--- config.mk ---
export PLATFORM = sky130hd
export DESIGN_NAME = armleocpu_decode
export DESIGN_NICKNAME = d
export VERILOG_FILES = /design/src/rtl/armleocpu_decode.sv
export SDC_FILE = /design/constraint.sdc
export NUM_CORES = 1
export LEC_CHECK = 0
export CORE_MARGIN = 4
export CORE_UTILIZATION = 30
export DETAILED_ROUTE_END_ITERATION = 10
export SLEW_MARGIN = 10
export SYNTH_ARGS = -nofsm -noshare
export SYNTH_HDL_FRONTEND = slang
export SYNTH_SLANG_ARGS = --single-unit
--- constraint.sdc ---
create_clock -name clk -period 3.6 [get_ports clk]
set_input_delay 1.08 -clock clk [delete_from_list [all_inputs] [get_ports clk]]
set_output_delay 1.08 -clock clk [all_outputs]
set_load 0.01 [all_outputs]
--- src/rtl/armleocpu_decode.sv ---
// rtl/armleocpu_decode.sv - decode stage with main/skid buffer between fetch and execute
module armleocpu_decode (
    input  logic        clk,
    input  logic        rst_n,
    input  logic        f2d_instr_valid,
    input  logic [31:0] f2d_instr,
    input  logic [31:0] f2d_pc,
    input  logic        f2d_exc_start,
    input  logic [31:0] f2d_epc,
    input  logic [31:0] f2d_cause,
    input  logic [1:0]  f2d_exc_privilege,
    output logic        d2f_ready,
    output logic        d2e_valid,
    output logic [31:0] d2e_instr,
    output logic [31:0] d2e_pc,
    output logic [3:0]  d2e_class,
    output logic [4:0]  d2e_rd,
    output logic [4:0]  d2e_rs1,
    output logic [4:0]  d2e_rs2,
    output logic [31:0] d2e_imm,
    output logic        d2e_illegal,
    output logic        d2e_exc_start,
    output logic [31:0] d2e_epc,
    output logic [31:0] d2e_cause,
    output logic [1:0]  d2e_exc_privilege,
    input  logic        e2d_ready,
    input  logic        e2d_flush
);

    localparam logic [3:0] CLS_LUI      = 4'd0;
    localparam logic [3:0] CLS_AUIPC    = 4'd1;
    localparam logic [3:0] CLS_JAL      = 4'd2;
    localparam logic [3:0] CLS_JALR     = 4'd3;
    localparam logic [3:0] CLS_BRANCH   = 4'd4;
    localparam logic [3:0] CLS_LOAD     = 4'd5;
    localparam logic [3:0] CLS_STORE    = 4'd6;
    localparam logic [3:0] CLS_OP_IMM   = 4'd7;
    localparam logic [3:0] CLS_OP       = 4'd8;
    localparam logic [3:0] CLS_MISC_MEM = 4'd9;
    localparam logic [3:0] CLS_SYSTEM   = 4'd10;
    localparam logic [3:0] CLS_ILLEGAL  = 4'd15;

    typedef struct packed {
        logic [31:0] instr;
        logic [31:0] pc;
        logic [3:0]  cls;
        logic [4:0]  rd;
        logic [4:0]  rs1;
        logic [4:0]  rs2;
        logic [31:0] imm;
        logic        illegal;
        logic        exc;
        logic [31:0] epc;
        logic [31:0] cause;
        logic [1:0]  priv;
    } bundle_t;

    bundle_t main_q, skid_q, main_n, skid_n, dec, new_entry;
    logic    main_valid, skid_valid, main_valid_n, skid_valid_n;
    logic    ready_q;
    logic    new_valid, drain, main_keep, skid_keep;

    logic [31:0] imm_i, imm_s, imm_b, imm_u, imm_j;

    // Crack the incoming fetch word into class, register indices and immediate
    always_comb begin
        imm_i = {{20{f2d_instr[31]}}, f2d_instr[31:20]};
        imm_s = {{20{f2d_instr[31]}}, f2d_instr[31:25], f2d_instr[11:7]};
        imm_b = {{19{f2d_instr[31]}}, f2d_instr[31], f2d_instr[7],
                 f2d_instr[30:25], f2d_instr[11:8], 1'b0};
        imm_u = {f2d_instr[31:12], 12'b0};
        imm_j = {{11{f2d_instr[31]}}, f2d_instr[31], f2d_instr[19:12],
                 f2d_instr[20], f2d_instr[30:21], 1'b0};

        dec       = '0;
        dec.instr = f2d_instr;
        dec.pc    = f2d_pc;
        dec.rd    = f2d_instr[11:7];
        dec.rs1   = f2d_instr[19:15];
        dec.rs2   = f2d_instr[24:20];
        dec.cls   = CLS_ILLEGAL;
        if (f2d_instr[1:0] == 2'b11) begin
            case (f2d_instr[6:2])
                5'b01101: dec.cls = CLS_LUI;
                5'b00101: dec.cls = CLS_AUIPC;
                5'b11011: dec.cls = CLS_JAL;
                5'b11001: dec.cls = CLS_JALR;
                5'b11000: dec.cls = CLS_BRANCH;
                5'b00000: dec.cls = CLS_LOAD;
                5'b01000: dec.cls = CLS_STORE;
                5'b00100: dec.cls = CLS_OP_IMM;
                5'b01100: dec.cls = CLS_OP;
                5'b00011: dec.cls = CLS_MISC_MEM;
                5'b11100: dec.cls = CLS_SYSTEM;
                default:  dec.cls = CLS_ILLEGAL;
            endcase
        end
        dec.illegal = (dec.cls == CLS_ILLEGAL);
        case (dec.cls)
            CLS_JALR, CLS_LOAD, CLS_OP_IMM, CLS_SYSTEM: dec.imm = imm_i;
            CLS_STORE:                                  dec.imm = imm_s;
            CLS_BRANCH:                                 dec.imm = imm_b;
            CLS_LUI, CLS_AUIPC:                         dec.imm = imm_u;
            CLS_JAL:                                    dec.imm = imm_j;
            default:                                    dec.imm = '0;
        endcase
    end

    // Select what a newly accepted entry looks like; an exception wins over an instruction
    always_comb begin
        new_entry = dec;
        if (f2d_exc_start) begin
            new_entry       = '0;
            new_entry.exc   = 1'b1;
            new_entry.epc   = f2d_epc;
            new_entry.cause = f2d_cause;
            new_entry.priv  = f2d_exc_privilege;
        end
        new_valid = f2d_exc_start ||
                    (f2d_instr_valid && ready_q && !e2d_flush);
        drain     = main_valid && e2d_ready;
        main_keep = main_valid && !drain && (!e2d_flush || main_q.exc);
        skid_keep = skid_valid && (!e2d_flush || skid_q.exc);
    end

    // Compact surviving entries in order (main, skid, new) into the two slots
    always_comb begin
        main_valid_n = 1'b0;
        skid_valid_n = 1'b0;
        main_n       = '0;
        skid_n       = '0;
        if (main_keep) begin
            main_valid_n = 1'b1;
            main_n       = main_q;
            if (skid_keep) begin
                skid_valid_n = 1'b1;
                skid_n       = skid_q;
            end else if (new_valid) begin
                skid_valid_n = 1'b1;
                skid_n       = new_entry;
            end
        end else if (skid_keep) begin
            main_valid_n = 1'b1;
            main_n       = skid_q;
            if (new_valid) begin
                skid_valid_n = 1'b1;
                skid_n       = new_entry;
            end
        end else if (new_valid) begin
            main_valid_n = 1'b1;
            main_n       = new_entry;
        end
    end

    // Slot registers and the registered ready toward fetch
    always_ff @(posedge clk) begin
        if (!rst_n) begin
            main_valid <= 1'b0;
            skid_valid <= 1'b0;
            main_q     <= '0;
            skid_q     <= '0;
            ready_q    <= 1'b1;
        end else begin
            main_valid <= main_valid_n;
            skid_valid <= skid_valid_n;
            main_q     <= main_n;
            skid_q     <= skid_n;
            ready_q    <= !skid_valid_n;
        end
    end

    assign d2f_ready         = ready_q;
    assign d2e_valid         = main_valid;
    assign d2e_instr         = main_q.instr;
    assign d2e_pc            = main_q.pc;
    assign d2e_class         = main_q.cls;
    assign d2e_rd            = main_q.rd;
    assign d2e_rs1           = main_q.rs1;
    assign d2e_rs2           = main_q.rs2;
    assign d2e_imm           = main_q.imm;
    assign d2e_illegal       = main_q.illegal;
    assign d2e_exc_start     = main_q.exc;
    assign d2e_epc           = main_q.epc;
    assign d2e_cause         = main_q.cause;
    assign d2e_exc_privilege = main_q.priv;

endmodule

### Word-level counts from Yosys, hierarchy flattened

Memories as Yosys holds them, arrays and structs flattened.
Index checks and enable logic that the tools add are counted.

| operators by class | value |
|---|---|
| reductions and logical operators | 15 |
| multiplexer cells | 12 |
| equality and inequality tests | 10 |

Operators with widths:

| cell | count |
|---|---|
| 183-bit 2-to-1 mux | 5 |
| 32-bit case mux with 5 select lines | 1 |
| 4-bit by 3-bit equality test with 1-bit output, second input constant | 4 |
| 4-bit by 2-bit equality test with 1-bit output, second input constant | 2 |
| 4-bit equality test, second input constant | 2 |
| 1-bit logical AND | 6 |
| 1-bit 2-to-1 mux | 5 |
| 4-bit by 1-bit equality test with 1-bit output, second input constant | 1 |
| 4-bit zero test | 1 |
| 4-bit 2-to-1 mux | 1 |
| 4-bit OR reduction | 1 |
| 1-bit zero test | 3 |
| 1-bit logical OR | 3 |
| 2-bit equality test, second input constant | 1 |
| 2-bit OR reduction | 1 |

| storage, ports and cells | value |
|---|---|
| ROM bits | 128 |
| flip-flop bits (word level) | 369 |
| word-level logic and storage cells | 65 |
| memories kept | 1 |

Memories:

| memory | depth | bits a word | read ports | clocked after Yosys merged registers in | write ports | line | text |
|---|---|---|---|---|---|---|---|
| (name not given) | 32 | 4 | 1 | 0 | 0 | 83 | `case (f2d_instr[6:2])` |

### Longest topological paths before layout

| depth | value |
|---|---|
| word-level depth | 9 |
| mapped depth | 11 |
| mapped depth without buffers | 9 |

### Worst setup path after synthesis

OpenSTA, ideal clock, no wires.

| timing | value |
|---|---|
| path kind | input to register |
| start | in f2d_instr[2] |
| end | reg main_q, in the netlist d2e_imm[12] |
| library setup time | 74 ps |
| data required time | 3,526 ps |
| slack | 605 ps |
| path buffers | 1 |
| stages | 10 |
| data arrival time | 2,921 ps |
| cells stage by stage | inv_1 ha_1 or3_1 a21o_1 a21o_1 o31ai_4 and2_4 buf_12 o221ai_2 a31oi_1 |

| between the ends | value |
|---|---|
| longest elaborated chain between the ends | 8 |
| elaborated cells on any way between the ends | 17 |
| classes of those cells | eq/ne (8); mux (5); reduce/logical (3); memory (1) |

Ends and longest elaborated chain:

| item | line | text |
|---|---|---|
| start, declared | 6 | `input logic [31:0] f2d_instr,` |
| memory read 32 x 4 bit * | n/a |  |
| 4-bit 2-to-1 mux * | 82 | `if (f2d_instr[1:0] == 2'b11) begin` |
| 4-bit by 2-bit equality test with 1-bit output (tied with other cells) | 99 | `case (dec.cls)` |
| 4-bit OR reduction or 2-bit OR reduction (tied branches) | 99 |  |
| 32-bit case mux with 5 select lines * | 99 |  |
| 183-bit 2-to-1 mux * | 112 | `if (f2d_exc_start) begin` |
| 183-bit 2-to-1 mux * | 149 | `end else if (new_valid) begin` |
| 183-bit 2-to-1 mux * | 142 | `end else if (skid_keep) begin` |
| end signal, assigned | 166 | `main_q <= main_n;` |
| end, declared | 58 | `bundle_t main_q, skid_q, main_n, skid_n, dec, new_entry;` |

Mark *: on every way between the ends. The rest lies on a longest branch, timed or not.
A chain may end at the register's enable or synchronous reset.

### Worst setup path in the final report

| timing | value |
|---|---|
| start | in f2d_instr[2] |
| end | reg main_q, in the netlist d2e_imm[23] |

Same word-level chain as after synthesis.

==> results_dict.tcl <==
set metrics [dict create \
    status "complete, no violations" \
    cts-hold-fix-buffers 0 \
    synth_edf_count 0 \
    vias 14451 \
    wl_per_cell_um 18.7 \
    drive_gt1_frac 0.0779 \
    crit_fanout 12 \
    cts_max_path_buffers 3 \
    fillers 4815 \
    syn_inst 1748 \
    post_cts_resized 0 \
    synth_seq_cells 369 \
    syn_avg_cell_area_um2 8.48 \
    netlist.area_leader.share 0.499 \
    cpPeakStageDelay_ns 0.49 \
    core_um2 48800 \
    maxSlewViolCount 0 \
    die_w_um 230 \
    synthDistinctLibCells 53 \
    syn_to_final_growth_pct 36.6 \
    finalNetCount 2123 \
    antenna_found_initial 4 \
    root_buffer "clkbuf_16" \
    die_area_um2 53000 \
    clkPwrFrac 0.452 \
    cp_num_buf_inv 3 \
    crit_type "primary input to register" \
    cts_made_buffers 42 \
    tns_ns 0 \
    grt_max_degree 137 \
    worst_slew_pin_slew_ns 0.645 \
    hold_slack_ns 0.457 \
    cts_sinks 369 \
    place_hpwl_um 31500 \
    clk_pin_slew_ns 0.06 \
    clock.fmax_mhz 318 \
    routed_wirelength_um 50100 \
    relSlewSlack 0.570 \
    num_rows 81 \
    cp_data_required_time_ns 4.06 \
    grt_overflow 0 \
    synth_largest_area_cell "dfxtp_1" \
    crit_path_end_kind "register" \
    start_kind "primary input" \
    pre_cts_ws_ns -0.0799 \
    crit_top_cell "a21o_1" \
    synthTopCellsByArea "dfxtp_1 50%, nor2_1 7.0%, a311oi_1 6.1%" \
    ir_drop_mv 0.335 \
    post_cts_buffers 0 \
    power.leakage_nw 6.95 \
    final.setup.worst_slack_ns 0.452 \
    p_int_mw 7.23 \
    power_density_nw_per_um2 472 \
    gp_congestion 0.809 \
    arrival_ns 3.61 \
    h-tree-depth 2 \
    drc 0 \
    synth.most_common_cell "dfxtp_1" \
    clock_latency_ns 0.56 \
    finalSetupViolations 0 \
    rsz0062_at_grt "no" \
    drt_iter0_drc 1077 \
    p_comb_frac 0.102 \
    synthFlopType "dfxtp_1" \
    grt_pass1_vias 13732 \
    finalHoldViolCount 0 \
    syn-cell-area_um2 14800 \
    final.period_utilization 0.874 \
    async_flop_share 0 \
    final.min_clock_period_ns 3.15 \
    yosys_warnings 0 \
    p_sw_frac 0.244 \
    die_h_um 230 \
    maxCapViolations 0 \
    fin_skew_ns 0.0237 \
    yosysSeqAreaShare 0.499 \
    drtPass1Iterations 5 \
    crit_chain "clkdlybuf4s50_1 > inv_1 > ha_1 > or3_1 > a21o_1 > a21o_1 > o31ai_4 > and2_4 > buf_12 > nand2_1 > a31oi_1" \
    placement.io_buffers 320 \
    drtAntennaViolNets 0 \
    viasPerCell 5.39 \
    start_util 0.303 \
    critPathSlowestCell "clkdlybuf4s50_1" \
    worstHoldPathType "register to register" \
    cts_tree "done" \
    syn_nets 1888 \
    cpLargestDelayFamily "compound AO/OA/AOI/OAI gates" \
    track_usage 0.178 \
    p_switching_mw 2.33 \
    grt_pass1_wl_um 78000 \
    netlist_top_cells_count "369 x dfxtp_1, 276 x nor2_1, 236 x nand2_1, 157 x clkbuf_1, 117 x nand3_1" \
    sequentialPowerShare 0.446 \
    io_pins 321 \
]
worst paths after layout:
| kind | from | endpoint | slack (ns) | depth (start not counted) |
|---|---|---|---|---|
| setup / recovery | f2d_instr[2] | d2e_imm[23]$_SDFFE_PN0N_ | 0.45 | 11 |
| hold / removal | skid_q[159]$_SDFF_PN0_ | skid_q[159]$_SDFF_PN0_ | 0.46 | 2 |
| setup reg to reg | d2e_valid$_SDFF_PN0_ | skid_q[90]$_SDFF_PN0_ | 1.42 | 7 |
| hold reg to reg | skid_q[159]$_SDFF_PN0_ | skid_q[159]$_SDFF_PN0_ | 0.46 | 2 |
worst reg2reg max path, delay by kind of cell, from the launching register on:
| family | cells | cell delay (ns) |
|---|---|---|
| and+or+nand+nor | 3 | 0.92 |
| buffers and inverters | 1 | 0.15 |
| DFF | 1 | 0.31 |
| AOI/OAI and AO/OA | 2 | 0.50 |
| xor gates and xnor gates | 1 | 0.19 |
power groups by stage:
stage	clock network, mW	logic (mW)	registers, mW
after global placement	0	0.964	4.35
after detailed placement	0	0.973	4.35
after floorplan	0	0.387	4.38
final	4.32	0.975	4.26
after CTS	4.45	0.978	4.26
after global routing	4.61	1.06	4.27
area by class of cell:
class                      instances  area [µm²]  area share
inverter                           6        30.0     0.00148
sequential                       369        7390       0.365
antenna                            3        7.51    0.000371
timing repair buffer             376        3850       0.190
multi-input combinational       1188        6720       0.332
tap                              664         831      0.0411
clock inverter                    14         149     0.00736
clock buffer                      63        1260      0.0623
through the flow:
| step | area, µm² | util | std cells | power, mW |
|---|---|---|---|---|
| detailed placement | 18800 | 0.385 | 2603 | 5.32 |
| CTS | 20200 | 0.414 | 2680 | 9.69 |
| finish | 20200 | 0.414 | 2683 | 9.56 |
| global route | 20200 | 0.414 | 2683 | 9.94 |
| floorplan | 14800 | - | 1748 | 4.77 |
| global placement | 18800 | 0.385 | 2603 | 5.31 |
kinds of logic (layout without fill, tap and decap cells):
group	after synthesis	after routing	share of synthesized area
other	0	3	0
buffers and inverters	191	459	0.0521
adders and majority gates	4	4	0.00338
and+or+nand+nor	670	670	0.187
AOI/OAI and AO/OA	510	510	0.256
muxes	3	3	0.00211
xor gates and xnor gates	1	1	0.000591
DFF	369	369	0.499
per-layer routing:
layer,vias to the layer above,part of all wire,global-route usage,wire [µm]
li1,6880,-,-,-
met3,89,0.077,0.0517,3850
met2,536,0.45,0.281,22600
met5,-,0.00026,0,13
met1,6944,0.44,0.237,22200
met4,2,0.028,0.0558,1400
flip-flops by register name, summed over array words and instances (netlist names), 2 cells and up:
register / count
d2e_rs1: 5
d2e_instr: 32
d2e_class: 4
d2e_rd: 5
d2e_epc: 32
d2e_rs2: 5
skid_q: 183
d2e_imm: 32
d2e_exc_privilege: 2
d2e_pc: 32
d2e_cause: 32
layout by cell type (no fill, tap or decap), drive strengths merged, types with 3 or more instances in the layout:
cell	count
clkbuf	63
nand2b	3
nor3	17
and3	3
nand2	236
buf	58
inv	7
nor2	276
o21ai	75
a221o	11
a21o	4
clkdlybuf4s50	318
ha	4
nand4	3
a31oi	30
o221ai	9
dfxtp	369
nand3	117
and2	4
a32oi	101
nor2b	3
a22oi	31
clkinv	10
o211ai	3
a21oi	96
a221oi	37
diode	3
a311oi	104
No activity file was read; power rests on OpenSTA's default activity.
